**src/rtl/mem_program_loader_pkg.sv**
```systemverilog
// Shared types and constants for the program-image loader.
package mem_program_loader_pkg;

    typedef enum logic [2:0] {LEN, DATA, WRITE, CHK, DONE, ERR} loader_state_t;

    localparam int unsigned BYTES_PER_WORD = 4;
    localparam int unsigned BYTE_W         = 8;
    localparam int unsigned WORD_W         = 32;
    localparam logic [3:0]  BYTE_EN_ALL    = 4'hF;

endpackage

```
**src/rtl/mem_program_loader_if.sv**
```systemverilog
// Byte stream in, mem write port out; master = loader, slave = source/mem side.
interface mem_program_loader_if #(
    parameter int unsigned MEM_ADDR_WD = 10
);
    import mem_program_loader_pkg::*;

    logic                   in_valid;
    logic [BYTE_W-1:0]      in_data;
    logic                   in_ready;
    logic                   out_mem_sel;
    logic [MEM_ADDR_WD-1:0] out_mem_addr;
    logic                   out_mem_re_web;
    logic [WORD_W-1:0]      out_mem_write_data;
    logic [3:0]             out_mem_byte_en;

    modport master (
        input  in_valid, in_data,
        output in_ready, out_mem_sel, out_mem_addr, out_mem_re_web,
               out_mem_write_data, out_mem_byte_en
    );

    modport slave (
        output in_valid, in_data,
        input  in_ready, out_mem_sel, out_mem_addr, out_mem_re_web,
               out_mem_write_data, out_mem_byte_en
    );

endinterface

```
**src/rtl/mem_program_loader_byte_packer.sv**
```systemverilog
// Packs accepted bytes into a 32-bit little-endian word; flags the 4th byte.
module mem_program_loader_byte_packer
    import mem_program_loader_pkg::*;
(
    input  logic              clk_i,
    input  logic              rst_i,
    input  logic              accept_i,
    input  logic [BYTE_W-1:0] byte_i,
    output logic [WORD_W-1:0] word_c_o,
    output logic              word_full_c_o
);

    localparam int unsigned CNT_W = $clog2(BYTES_PER_WORD);

    logic [CNT_W-1:0]  cnt_q;
    logic [WORD_W-1:0] word_q;

    // Current word with the incoming byte inserted at its lane.
    always_comb begin
        word_c_o = word_q;
        for (int k = 0; k < BYTES_PER_WORD; k++) begin
            if (cnt_q == CNT_W'(k)) begin
                word_c_o[k*BYTE_W +: BYTE_W] = byte_i;
            end
        end
        word_full_c_o = accept_i && (cnt_q == CNT_W'(BYTES_PER_WORD - 1));
    end

    // Byte counter and partial word; cleared once a word completes.
    always_ff @(posedge clk_i) begin
        if (rst_i) begin
            cnt_q  <= '0;
            word_q <= '0;
        end else if (accept_i) begin
            cnt_q  <= cnt_q + CNT_W'(1);
            word_q <= word_full_c_o ? '0 : word_c_o;
        end
    end

endmodule

```
**src/rtl/mem_program_loader.sv**
```systemverilog
// Streams a length-prefixed, XOR-checksummed program image into mem and
// holds the core in reset until the image has loaded and verified.
module mem_program_loader
    import mem_program_loader_pkg::*;
#(
    parameter int unsigned MEM_ADDR_WD = 10,
    parameter int unsigned BASE_WORD   = 0,
    parameter int unsigned MAX_WORDS   = 2**MEM_ADDR_WD
) (
    input  logic                 i_clk,
    input  logic                 i_rst,
    mem_program_loader_if.master bus,
    output logic                 core_rst,
    output logic                 done,
    output logic                 err
);

    loader_state_t          state_q, state_d;
    logic [MEM_ADDR_WD-1:0] idx_q, last_idx_q, addr_q;
    logic [BYTE_W-1:0]      acc_q;
    logic [WORD_W-1:0]      wdata_q;
    logic [3:0]             byte_en_q;
    logic                   in_ready_q, sel_q, re_web_q, core_rst_q, done_q, err_q;

    logic                   handshake_c, pack_accept_c, pack_full_c;
    logic [WORD_W-1:0]      pack_word_c;

    assign handshake_c   = bus.in_valid & in_ready_q;
    assign pack_accept_c = handshake_c && ((state_q == LEN) || (state_q == DATA));

    mem_program_loader_byte_packer u_packer (
        .clk_i         (i_clk),
        .rst_i         (i_rst),
        .accept_i      (pack_accept_c),
        .byte_i        (bus.in_data),
        .word_c_o      (pack_word_c),
        .word_full_c_o (pack_full_c)
    );

    // Next-state selection.
    always_comb begin
        state_d = state_q;
        case (state_q)
            LEN: begin
                if (pack_full_c) begin
                    if (pack_word_c == '0)                  state_d = CHK;
                    else if (pack_word_c > 32'(MAX_WORDS)) state_d = ERR;
                    else                                    state_d = DATA;
                end
            end
            DATA:    if (pack_full_c) state_d = WRITE;
            WRITE:   state_d = (idx_q == last_idx_q) ? CHK : DATA;
            CHK:     if (handshake_c) state_d = (bus.in_data == acc_q) ? DONE : ERR;
            DONE:    state_d = DONE;
            ERR:     state_d = ERR;
            default: state_d = LEN;
        endcase
    end

    // State, datapath and registered outputs decoded from the next state.
    always_ff @(posedge i_clk) begin
        if (i_rst) begin
            state_q    <= LEN;
            idx_q      <= '0;
            last_idx_q <= '0;
            acc_q      <= '0;
            addr_q     <= MEM_ADDR_WD'(BASE_WORD);
            wdata_q    <= '0;
            byte_en_q  <= '0;
            in_ready_q <= 1'b0;
            sel_q      <= 1'b1;
            re_web_q   <= 1'b1;
            core_rst_q <= 1'b1;
            done_q     <= 1'b0;
            err_q      <= 1'b0;
        end else begin
            state_q    <= state_d;
            in_ready_q <= (state_d == LEN) || (state_d == DATA) ||
                          (state_d == CHK) || (state_d == ERR);
            sel_q      <= (state_d != DONE);
            core_rst_q <= (state_d != DONE);
            done_q     <= (state_d == DONE);
            err_q      <= (state_d == ERR);
            re_web_q   <= (state_d != WRITE);
            byte_en_q  <= (state_d == WRITE) ? BYTE_EN_ALL : 4'h0;

            if ((state_q == LEN) && pack_full_c) begin
                last_idx_q <= MEM_ADDR_WD'(pack_word_c - 32'd1);
            end
            if ((state_q == DATA) && handshake_c) begin
                acc_q <= acc_q ^ bus.in_data;
            end
            if ((state_q == DATA) && pack_full_c) begin
                addr_q  <= MEM_ADDR_WD'(BASE_WORD) + idx_q;
                wdata_q <= pack_word_c;
            end
            if (state_q == WRITE) begin
                idx_q <= idx_q + MEM_ADDR_WD'(1);
            end
        end
    end

    assign bus.in_ready           = in_ready_q;
    assign bus.out_mem_sel        = sel_q;
    assign bus.out_mem_addr       = addr_q;
    assign bus.out_mem_re_web     = re_web_q;
    assign bus.out_mem_write_data = wdata_q;
    assign bus.out_mem_byte_en    = byte_en_q;
    assign core_rst               = core_rst_q;
    assign done                   = done_q;
    assign err                    = err_q;

endmodule

```
**src/flat_wrapper.sv**
```systemverilog
// flat-port wrapper written by rule: the top's interface ports become plain ports
module mem_program_loader_flat import mem_program_loader_pkg::*;
#(
    parameter int unsigned MEM_ADDR_WD = 10,
    parameter int unsigned BASE_WORD   = 0,
    parameter int unsigned MAX_WORDS   = 2**MEM_ADDR_WD
)
  (i_clk, i_rst, core_rst, done, err, bus_in_valid, bus_in_data, bus_in_ready, bus_out_mem_sel, bus_out_mem_addr, bus_out_mem_re_web, bus_out_mem_write_data, bus_out_mem_byte_en);
  mem_program_loader_if #(.MEM_ADDR_WD(MEM_ADDR_WD)) bus_i ();
  input  logic i_clk;
  input  logic i_rst;
  output logic core_rst;
  output logic done;
  output logic err;
  input wire logic [$bits(bus_i.in_valid)-1:0] bus_in_valid;
  input wire logic [$bits(bus_i.in_data)-1:0] bus_in_data;
  output wire logic [$bits(bus_i.in_ready)-1:0] bus_in_ready;
  output wire logic [$bits(bus_i.out_mem_sel)-1:0] bus_out_mem_sel;
  output wire logic [$bits(bus_i.out_mem_addr)-1:0] bus_out_mem_addr;
  output wire logic [$bits(bus_i.out_mem_re_web)-1:0] bus_out_mem_re_web;
  output wire logic [$bits(bus_i.out_mem_write_data)-1:0] bus_out_mem_write_data;
  output wire logic [$bits(bus_i.out_mem_byte_en)-1:0] bus_out_mem_byte_en;
  assign bus_i.in_valid = bus_in_valid;
  assign bus_i.in_data = bus_in_data;
  assign bus_in_ready = bus_i.in_ready;
  assign bus_out_mem_sel = bus_i.out_mem_sel;
  assign bus_out_mem_addr = bus_i.out_mem_addr;
  assign bus_out_mem_re_web = bus_i.out_mem_re_web;
  assign bus_out_mem_write_data = bus_i.out_mem_write_data;
  assign bus_out_mem_byte_en = bus_i.out_mem_byte_en;
  mem_program_loader #(.MEM_ADDR_WD(MEM_ADDR_WD), .BASE_WORD(BASE_WORD), .MAX_WORDS(MAX_WORDS)) u_core (.i_clk(i_clk), .i_rst(i_rst), .bus(bus_i), .core_rst(core_rst), .done(done), .err(err));
endmodule
```
**config.mk**
```make
export PLATFORM = sky130hd
export DESIGN_NAME = mem_program_loader_flat
export DESIGN_NICKNAME = d
export VERILOG_FILES = /design/src/rtl/mem_program_loader_pkg.sv /design/src/rtl/mem_program_loader_if.sv /design/src/rtl/mem_program_loader_byte_packer.sv /design/src/rtl/mem_program_loader.sv /design/src/flat_wrapper.sv
export SDC_FILE = /design/constraint.sdc
export NUM_CORES = 1
export LEC_CHECK = 0
export BUFFER_PORTS_ARGS = -buffer_cell sky130_fd_sc_hd__buf_2
export CAP_MARGIN = 20
export CORE_ASPECT_RATIO = 1.4
export CORE_MARGIN = 10
export CORE_UTILIZATION = 50
export CTS_CLUSTER_DIAMETER = 200
export CTS_CLUSTER_SIZE = 28
export DETAILED_ROUTE_END_ITERATION = 16
export PLACE_DENSITY = 0.71
export SLEW_MARGIN = 20
export SYNTH_ARGS = -nofsm -noshare
export SYNTH_HDL_FRONTEND = slang
export SYNTH_SLANG_ARGS = --single-unit
```
**constraint.sdc**
```tcl
create_clock -name i_clk -period 3 [get_ports i_clk]
set_clock_uncertainty 0.1 [all_clocks]
set_input_delay 0.3 -clock i_clk [delete_from_list [all_inputs] [get_ports i_clk]]
set_output_delay 0.3 -clock i_clk [all_outputs]
set_load 0.005 [all_outputs]
```
**Yosys cells after proc, flatten, opt, wreduce, memory -nomap -nowiden**

Cells that the tools add are included.

- Memories: 0
- Bits in latches: 0
- Logic and storage cells: 64
- Flip-flop bits (word level): 116
- RAM bits: 0
- Bits of input ports: 11
- ROM bits: 0

- Multipliers: 0
- Eq/ne operators: 17
- Bitwise operators: 2
- Muxes and demuxes: 14
- Reductions and logical operators: 13
- Shifts and indexed selects: 0
- Divide/modulo/power cells: 0
- Magnitude comparators: 1
- Add/subtract/negate cells: 3

Operator list:

| kind | count |
|---|---|
| > comparator 32 x 11 -> 1 bit (second input constant) | 1 |
| logical NOT 32 bit | 1 |
| 2-to-1 mux 32 bit | 1 |
| 2-to-1 mux 8 bit | 4 |
| case mux 3 bit (6 select lines) | 1 |
| 2-to-1 mux 3 bit | 5 |
| == test 3 x 2 -> 1 bit (second input constant) | 4 |
| == test 3 bit (second input constant) | 4 |
| adder 10 x 1 -> 10 bit (second input constant) | 1 |
| == test 10 bit | 1 |
| subtractor 10 x 1 -> 10 bit (second input constant) | 1 |
| == test 8 bit | 1 |
| XOR 8 bit | 1 |
| == test 3 x 1 -> 1 bit (second input constant) | 2 |
| logical NOT 3 bit | 2 |
| logical AND 1 bit | 5 |
| == test 2 bit (second input constant) | 2 |
| logical OR 1 bit | 4 |
| 2-to-1 mux 4 bit | 1 |
| != test 3 x 2 -> 1 bit (second input constant) | 1 |
| != test 3 bit (second input constant) | 1 |
| adder 2 x 1 -> 2 bit (second input constant) | 1 |
| == test 2 x 1 -> 1 bit (second input constant) | 1 |
| logical NOT 2 bit | 1 |
| other kinds (3) | 3 |

**Logic depth before layout (Yosys ltp)**

- Depth after elaboration: 11
- Mapped depth: 9
- Gate-level depth less buffers: 8

**Hierarchy**

From an unflattened synthesis, not the netlist that was laid out.

- Cells, all modules: 586
- Area, all modules: 5,014.8 µm²

Modules (own cells, without submodules):

| module | seq. area each (µm²) | times used | cells each | area an instance (µm²) |
|---|---|---|---|---|
| mem_program_loader | 1,581.5 | 1 | 402 | 3,362.0 |
| mem_program_loader_byte_packer | 680.7 | 1 | 184 | 1,652.8 |

**Worst setup path after synthesis**

Ideal clock, no wire load.

- Path type: register to register
- Start: reg u_core.u_packer.cnt_q[0]
- End: reg u_core.done_q (netlist: u_core.done)
- Library setup time: 118 ps
- Stages on the path, launching flop included: 10
- Data arrival time: 1,972 ps
- Slack: 811 ps
- Path buffers: 1
- Cells stage by stage: dfxtp_1 -> inv_1 -> ha_1 -> buf_6 -> mux2i_2 -> ha_1 -> o221ai_1 -> o211a_1 -> nand2b_1 -> o2111a_1

- Word-level cells in the longest chain between the ends: 8
- Elaborated cells on any way between the ends: 17

RTL lines:

| what | line | RTL |
|---|---|---|
| from (decl) | mem_program_loader_byte_packer.sv:15 | `logic [CNT_W-1:0] cnt_q;` |
| from (signal assigned) | mem_program_loader_byte_packer.sv:35 | `cnt_q <= cnt_q + CNT_W'(1);` |
| == test 2 x 1 -> 1 bit, or another cell as far along | mem_program_loader_byte_packer.sv:22 | `if (cnt_q == CNT_W'(k)) begin` |
| 2-to-1 mux 8 bit | mem_program_loader_byte_packer.sv:22 |  |
| > comparator 32 x 11 -> 1 bit | mem_program_loader.sv:47 | `else if (pack_word_c > 32'(MAX_WORDS)) state_d = ERR;` |
| 2-to-1 mux 3 bit | mem_program_loader.sv:47 |  |
| 2-to-1 mux 3 bit | mem_program_loader.sv:46 | `if (pack_word_c == '0) state_d = CHK;` |
| 2-to-1 mux 3 bit | mem_program_loader.sv:45 | `if (pack_full_c) begin` |
| case mux 3 bit (6 select lines) (*) | mem_program_loader.sv:43 | `case (state_q)` |
| == test 3 bit (*) | mem_program_loader.sv:82 | `done_q <= (state_d == DONE);` |
| to (signal assigned) | mem_program_loader.sv:82 |  |
| to (decl) | mem_program_loader.sv:23 | `logic in_ready_q, sel_q, re_web_q, core_rst_q, done_q, err_q;` |

Mark *: on every way between the ends. The rest lies on a longest branch, timed or not.
A chain may end at the register's enable or synchronous reset.

**Worst setup path in the final report**

- Start: reg u_core.u_packer.cnt_q[0]
- End: reg u_core.last_idx_q[9]

- Word-level cells in the longest chain between the ends: 3
- Elaborated cells on any way between the ends: 8

RTL lines:

| what | line | RTL |
|---|---|---|
| == test 2 x 1 -> 1 bit, or another cell as far along | mem_program_loader_byte_packer.sv:22 |  |
| 2-to-1 mux 8 bit or logical AND 1 bit (tied branches) | mem_program_loader_byte_packer.sv:22, mem_program_loader_byte_packer.sv:26 |  |
| subtractor 10 x 1 -> 10 bit or logical AND 1 bit (tied branches) | mem_program_loader.sv:88, mem_program_loader.sv:87 |  |
| to (signal assigned) | mem_program_loader.sv:88 | `last_idx_q <= MEM_ADDR_WD'(pack_word_c - 32'd1);` |
| to (decl) | mem_program_loader.sv:19 | `logic [MEM_ADDR_WD-1:0] idx_q, last_idx_q, addr_q;` |

Parallel ways exist; a longest one is shown, timed or not.

==> summary.log <==
qor: placed_design.port_buffers 62
qor: routing.firstDrtPassIters 4
qor: die.placement_rows 43
qor: sta.worst_pin_slew 0.740 ns
qor: clock_tree.post_cts_repair_timing_setup_buffer_count 0
qor: die.initial_utilization 0.510
qor: power.power_switching_share 0.217
qor: routing.ant_nets 0
qor: routing.drt-total-wl 12900 µm
qor: synth.netlist-cell-type-count 57
qor: min_path.min-delay-path-class primary input to flop
qor: sta.layout_setup_ws 0.288 ns
qor: routing.via_count 4238
qor: synth.multiplexer_share_of_the_synthesized_area 0.0520
qor: clock_tree.post_cts_resize_count 0
qor: finish.drive_gt1_frac 0.185
qor: synth.avg_cell_area_syn 8.81 µm²
qor: placed_design.place.gp.congestion 0.910
qor: worst_setup_path.reg2regPathDepth 8
qor: routing.detail_route.wl_per_cell 17.0 µm
qor: synth.synthesized_flop_and_latch_total 113
qor: grt.globalRoute.totalOverflow 0
qor: power.cell_internal_pwr 3.12 mW
qor: worst_setup_path.worst-setup-path-type flop to flop
qor: grt.grt_start_max_net_pins 66
qor: sta.max_freq 369 MHz
qor: routing.drcViolationCount 0
qor: finish.finalInstanceArea 5990 µm²
qor: run_status.run_status completed
qor: power.power.static_leakage 2.33 nW
qor: synth.yosys.area_share.simple 0.212
qor: worst_setup_path.reg2reg_to u_core.last_idx_q[9]$_SDFFE_PP0P_
qor: placed_design.dp_slack 0.358 ns
qor: routing.via_per_instance_ratio 5.55
qor: die.die_w 105 µm
qor: power.power_switching 866 µW
qor: power.ir_worst_vdd 492 µV
qor: sta.grt_setup_unrepaired no
qor: worst_setup_path.worst_ep_arrival_time 2.91 ns
qor: finish.final_net_count 633
qor: finish.area.growth.synth_to_final 18.6%
qor: sta.final-max-slew-violation-count 0
qor: synth.synth-edff-count 0
qor: placed_design.dpl.cell_count 731
qor: worst_setup_path.cp-endpoint u_core.last_idx_q[9]$_SDFFE_PP0P_
qor: worst_setup_path.rrSetupSlack 0.29 ns
qor: worst_setup_path.cp_data_required_time 3.20 ns
qor: clock_tree.cts_root_buf clkbuf_16
qor: synth.synth-adder-area-share 0.0173
qor: clock_tree.cts_inserted_buffers 17
qor: worst_setup_path.end_kind flop
qor: clock_tree.buffer_levels_on_the_longest_clock_path 2
qor: power.power.density 665 nW/µm²
qor: synth.synth_top_family_by_area simple AND/OR/NAND/NOR gates
qor: finish.fillers 887
qor: worst_setup_path.critPathLaunch u_core.u_packer.cnt_q[0]$_SDFFE_PP0P_
qor: synth.post_synth_instance_area 5050 µm²
qor: placed_design.instance_area_at_placement 5320 µm²
qor: synth.synth_xor_xnor_area_share 0.0624
qor: power.p_seq_frac 0.382
qor: clock_tree.tritoncts_num_sinks 113
qor: die.die_ar 14600 µm²
qor: power.power_frac_comb 0.049
qor: finish.post_layout_nonfiller_instances 763
qor: finish.antenna_diode_instance_count 0
qor: routing.detail_route.iter0.violations 231
qor: clock_tree.clk_latency 0.41 ns
qor: grt.groute.usage.overall 0.177
qor: clock_tree.clk_transition_reported_paths 0.06 ns
qor: sta.final-hold-violation-count 0
qor: power.power.share.clock 0.569
qor: synth.synth_nets 591
qor: worst_setup_path.startpoint_type flop
qor: synth.synth_warnings 0
qor: run.max_cap_viol_count 0
qor: die.core_area 9900 µm²
qor: clock_tree.cts.htree.levels 4
qor: die.dieHeight 139 µm
qor: synth.synth_ff_type dfxtp_1
qor: synth.synth_compound_area_frac 0.150
qor: sta.slew-limit-headroom 0.507
qor: synth.postSynthCellCount 573
qor: sta.layout_worst_path_cycle_share 0.904
qor: synth.synth_sequential_area_ratio 0.448
qor: placed_design.dp_hpwl 8830 µm
qor: worst_setup_path.reg2reg_from u_core.u_packer.cnt_q[0]$_SDFFE_PP0P_
qor: sta.setup_violations 0
qor: grt.grt_first_pass_wirelength 21100 µm
qor: clock_tree.tritoncts yes
qor: sta.final.hold.worst_slack 0.168 ns
qor: grt.grt_antenna_before_repair 0
qor: worst_setup_path.critical_path.max_fanout 12
qor: grt.first_global_vias 4257
qor: clock_tree.hold_buffers 0
qor: synth.async_reset_ff_frac 0
qor: die.i_o_pin_cnt 63
qor: sta.setup_tns 0 ns
qor: sta.final_period_minus_worst_setup_slack 2.71 ns
[kinds of logic (layout without fill, tap and decap cells)]
| kind of cell | count (synthesis) | after routing |
|---|---|---|
| AND/OR/NAND/NOR | 223 | 223 |
| flip-flops | 113 | 113 |
| multiplexers | 25 | 25 |
| adder cells (fa/ha/maj) | 7 | 7 |
| XOR/XNOR | 36 | 36 |
| AO/OA/AOI/OAI | 116 | 116 |
| buffers and inverters | 53 | 108 |
[cells in the final DEF, fill, tap and decap left out, drive strengths merged, types with 3 or more instances in the layout]
master	n
a22oi	12
inv	7
dfxtp	113
buf	70
xor2	17
or3	3
mux2i	24
clkinvlp	3
and3	6
nand2	69
nor4	7
a21oi	44
a32oi	3
clkbuf	20
nand4b	4
and2	11
clkinv	3
nor3b	4
nand4	4
a211oi	27
nor2	76
nand3	10
bufinv	5
nor3	18
ha	7
xnor2	19
o21ai	15
[metal layers]
layer | wire, µm | part of all wire | global-route usage | vias up
li1 | - | - | - | 2084
met1 | 5110 | 0.40 | 0.192 | 2013
met2 | 6830 | 0.53 | 0.311 | 115
met3 | 725 | 0.056 | 0.0530 | 26
met4 | 269 | 0.021 | 0.0739 | 0
met5 | 0 | 0 | 0 | -
[stage by stage]
stage	util	total power, mW
after floorplan	-	1.70
after global placement	0.537	1.74
after detailed placement	0.537	1.75
after CTS	0.605	4.00
after global routing	0.605	4.09
final	0.605	3.98
[power groups by stage]
stage                     clock (mW)  combinational [mW]  sequential [mW]
after floorplan                    0               0.146             1.55
after global placement             0               0.191             1.55
after detailed placement           0               0.194             1.55
after CTS                       2.29               0.196             1.52
after global routing            2.35               0.213             1.52
final                           2.26               0.196             1.52
[worst min path at each step]
stage | from | to | slack [ns] | cells after the start
3_5_place_dp | u_core.bus.out_mem_addr[0]$_SDFFE_PP0P_ | u_core.bus.out_mem_addr[0]$_SDFFE_PP0P_ | 0.34 | 2
5_1_grt | bus_in_data[1] | u_core.bus.out_mem_write_data[25]$_SDFFE_PP0P_ | 0.18 | 3
6_report | bus_in_data[1] | u_core.bus.out_mem_write_data[25]$_SDFFE_PP0P_ | 0.17 | 3
3_3_place_gp | u_core.bus.out_mem_addr[0]$_SDFFE_PP0P_ | u_core.bus.out_mem_addr[0]$_SDFFE_PP0P_ | 0.34 | 2
4_1_cts | bus_in_data[1] | u_core.bus.out_mem_write_data[25]$_SDFFE_PP0P_ | 0.17 | 3
2_1_floorplan | u_core.u_packer.word_q[27]$_SDFFE_PP0P_ | u_core.u_packer.word_q[27]$_SDFFE_PP0P_ | 0.33 | 1
[registers in the layout, summed over array words and instances, names as in the netlist, 2 cells and up]
name,cells
u_core.last_idx_q,10
u_core.state_q,3
u_core.bus.out_mem_addr,10
u_core.bus.out_mem_write_data,32
u_core.acc_q,8
u_core.u_packer.cnt_q,2
u_core.idx_q,10
u_core.u_packer.word_q,32
[worst max-delay path, stage by stage, from the launching register on]
cell	delay, ns
dfxtp_1	0.35
inv_1	0.11
ha_1	0.49
buf_4	0.25
mux2i_1	0.34
and4_1	0.33
and2b_1	0.20
a2111oi_2	0.08
a311o_1	0.35
[final cells by class]
type | count | area, µm² | area share
clock buffers | 20 | 467 | 0.0779
clock inverters | 12 | 204 | 0.0340
inverters | 6 | 22.5 | 0.00376
multi-input cells | 407 | 2500 | 0.417
flip-flops and latches | 113 | 2260 | 0.378
well taps | 135 | 169 | 0.0282
repair buffers | 70 | 370 | 0.0618
[cells in the mapped netlist, types with 4 or more instances]
| cell | count | area, µm² |
|---|---|---|
| buf_1 | 4 | 15.0 |
| and2_1 | 11 | 68.8 |
| buf_4 | 10 | 75.1 |
| inv_1 | 6 | 22.5 |
| xnor2_1 | 19 | 166 |
| buf_6 | 6 | 67.6 |
| a211oi_1 | 27 | 203 |
| buf_2 | 9 | 45.0 |
| a22oi_1 | 12 | 90.1 |
| nand4_1 | 4 | 25.0 |
| nand2_1 | 69 | 259 |
| nand3_1 | 9 | 45.0 |
| a21oi_1 | 44 | 220 |
| clkbuf_1 | 18 | 67.6 |
| dfxtp_1 | 113 | 2260 |
| and3_1 | 6 | 37.5 |
| nand4b_1 | 4 | 35.0 |
| nor2_1 | 75 | 282 |
| o21ai_0 | 9 | 45.0 |
| xor2_1 | 17 | 149 |
| nor4_1 | 6 | 37.5 |
| o21ai_1 | 6 | 30.0 |
| ha_1 | 7 | 87.6 |
| nor3_1 | 17 | 85.1 |
| mux2i_1 | 21 | 210 |
(Power assumes the default switching activity.)
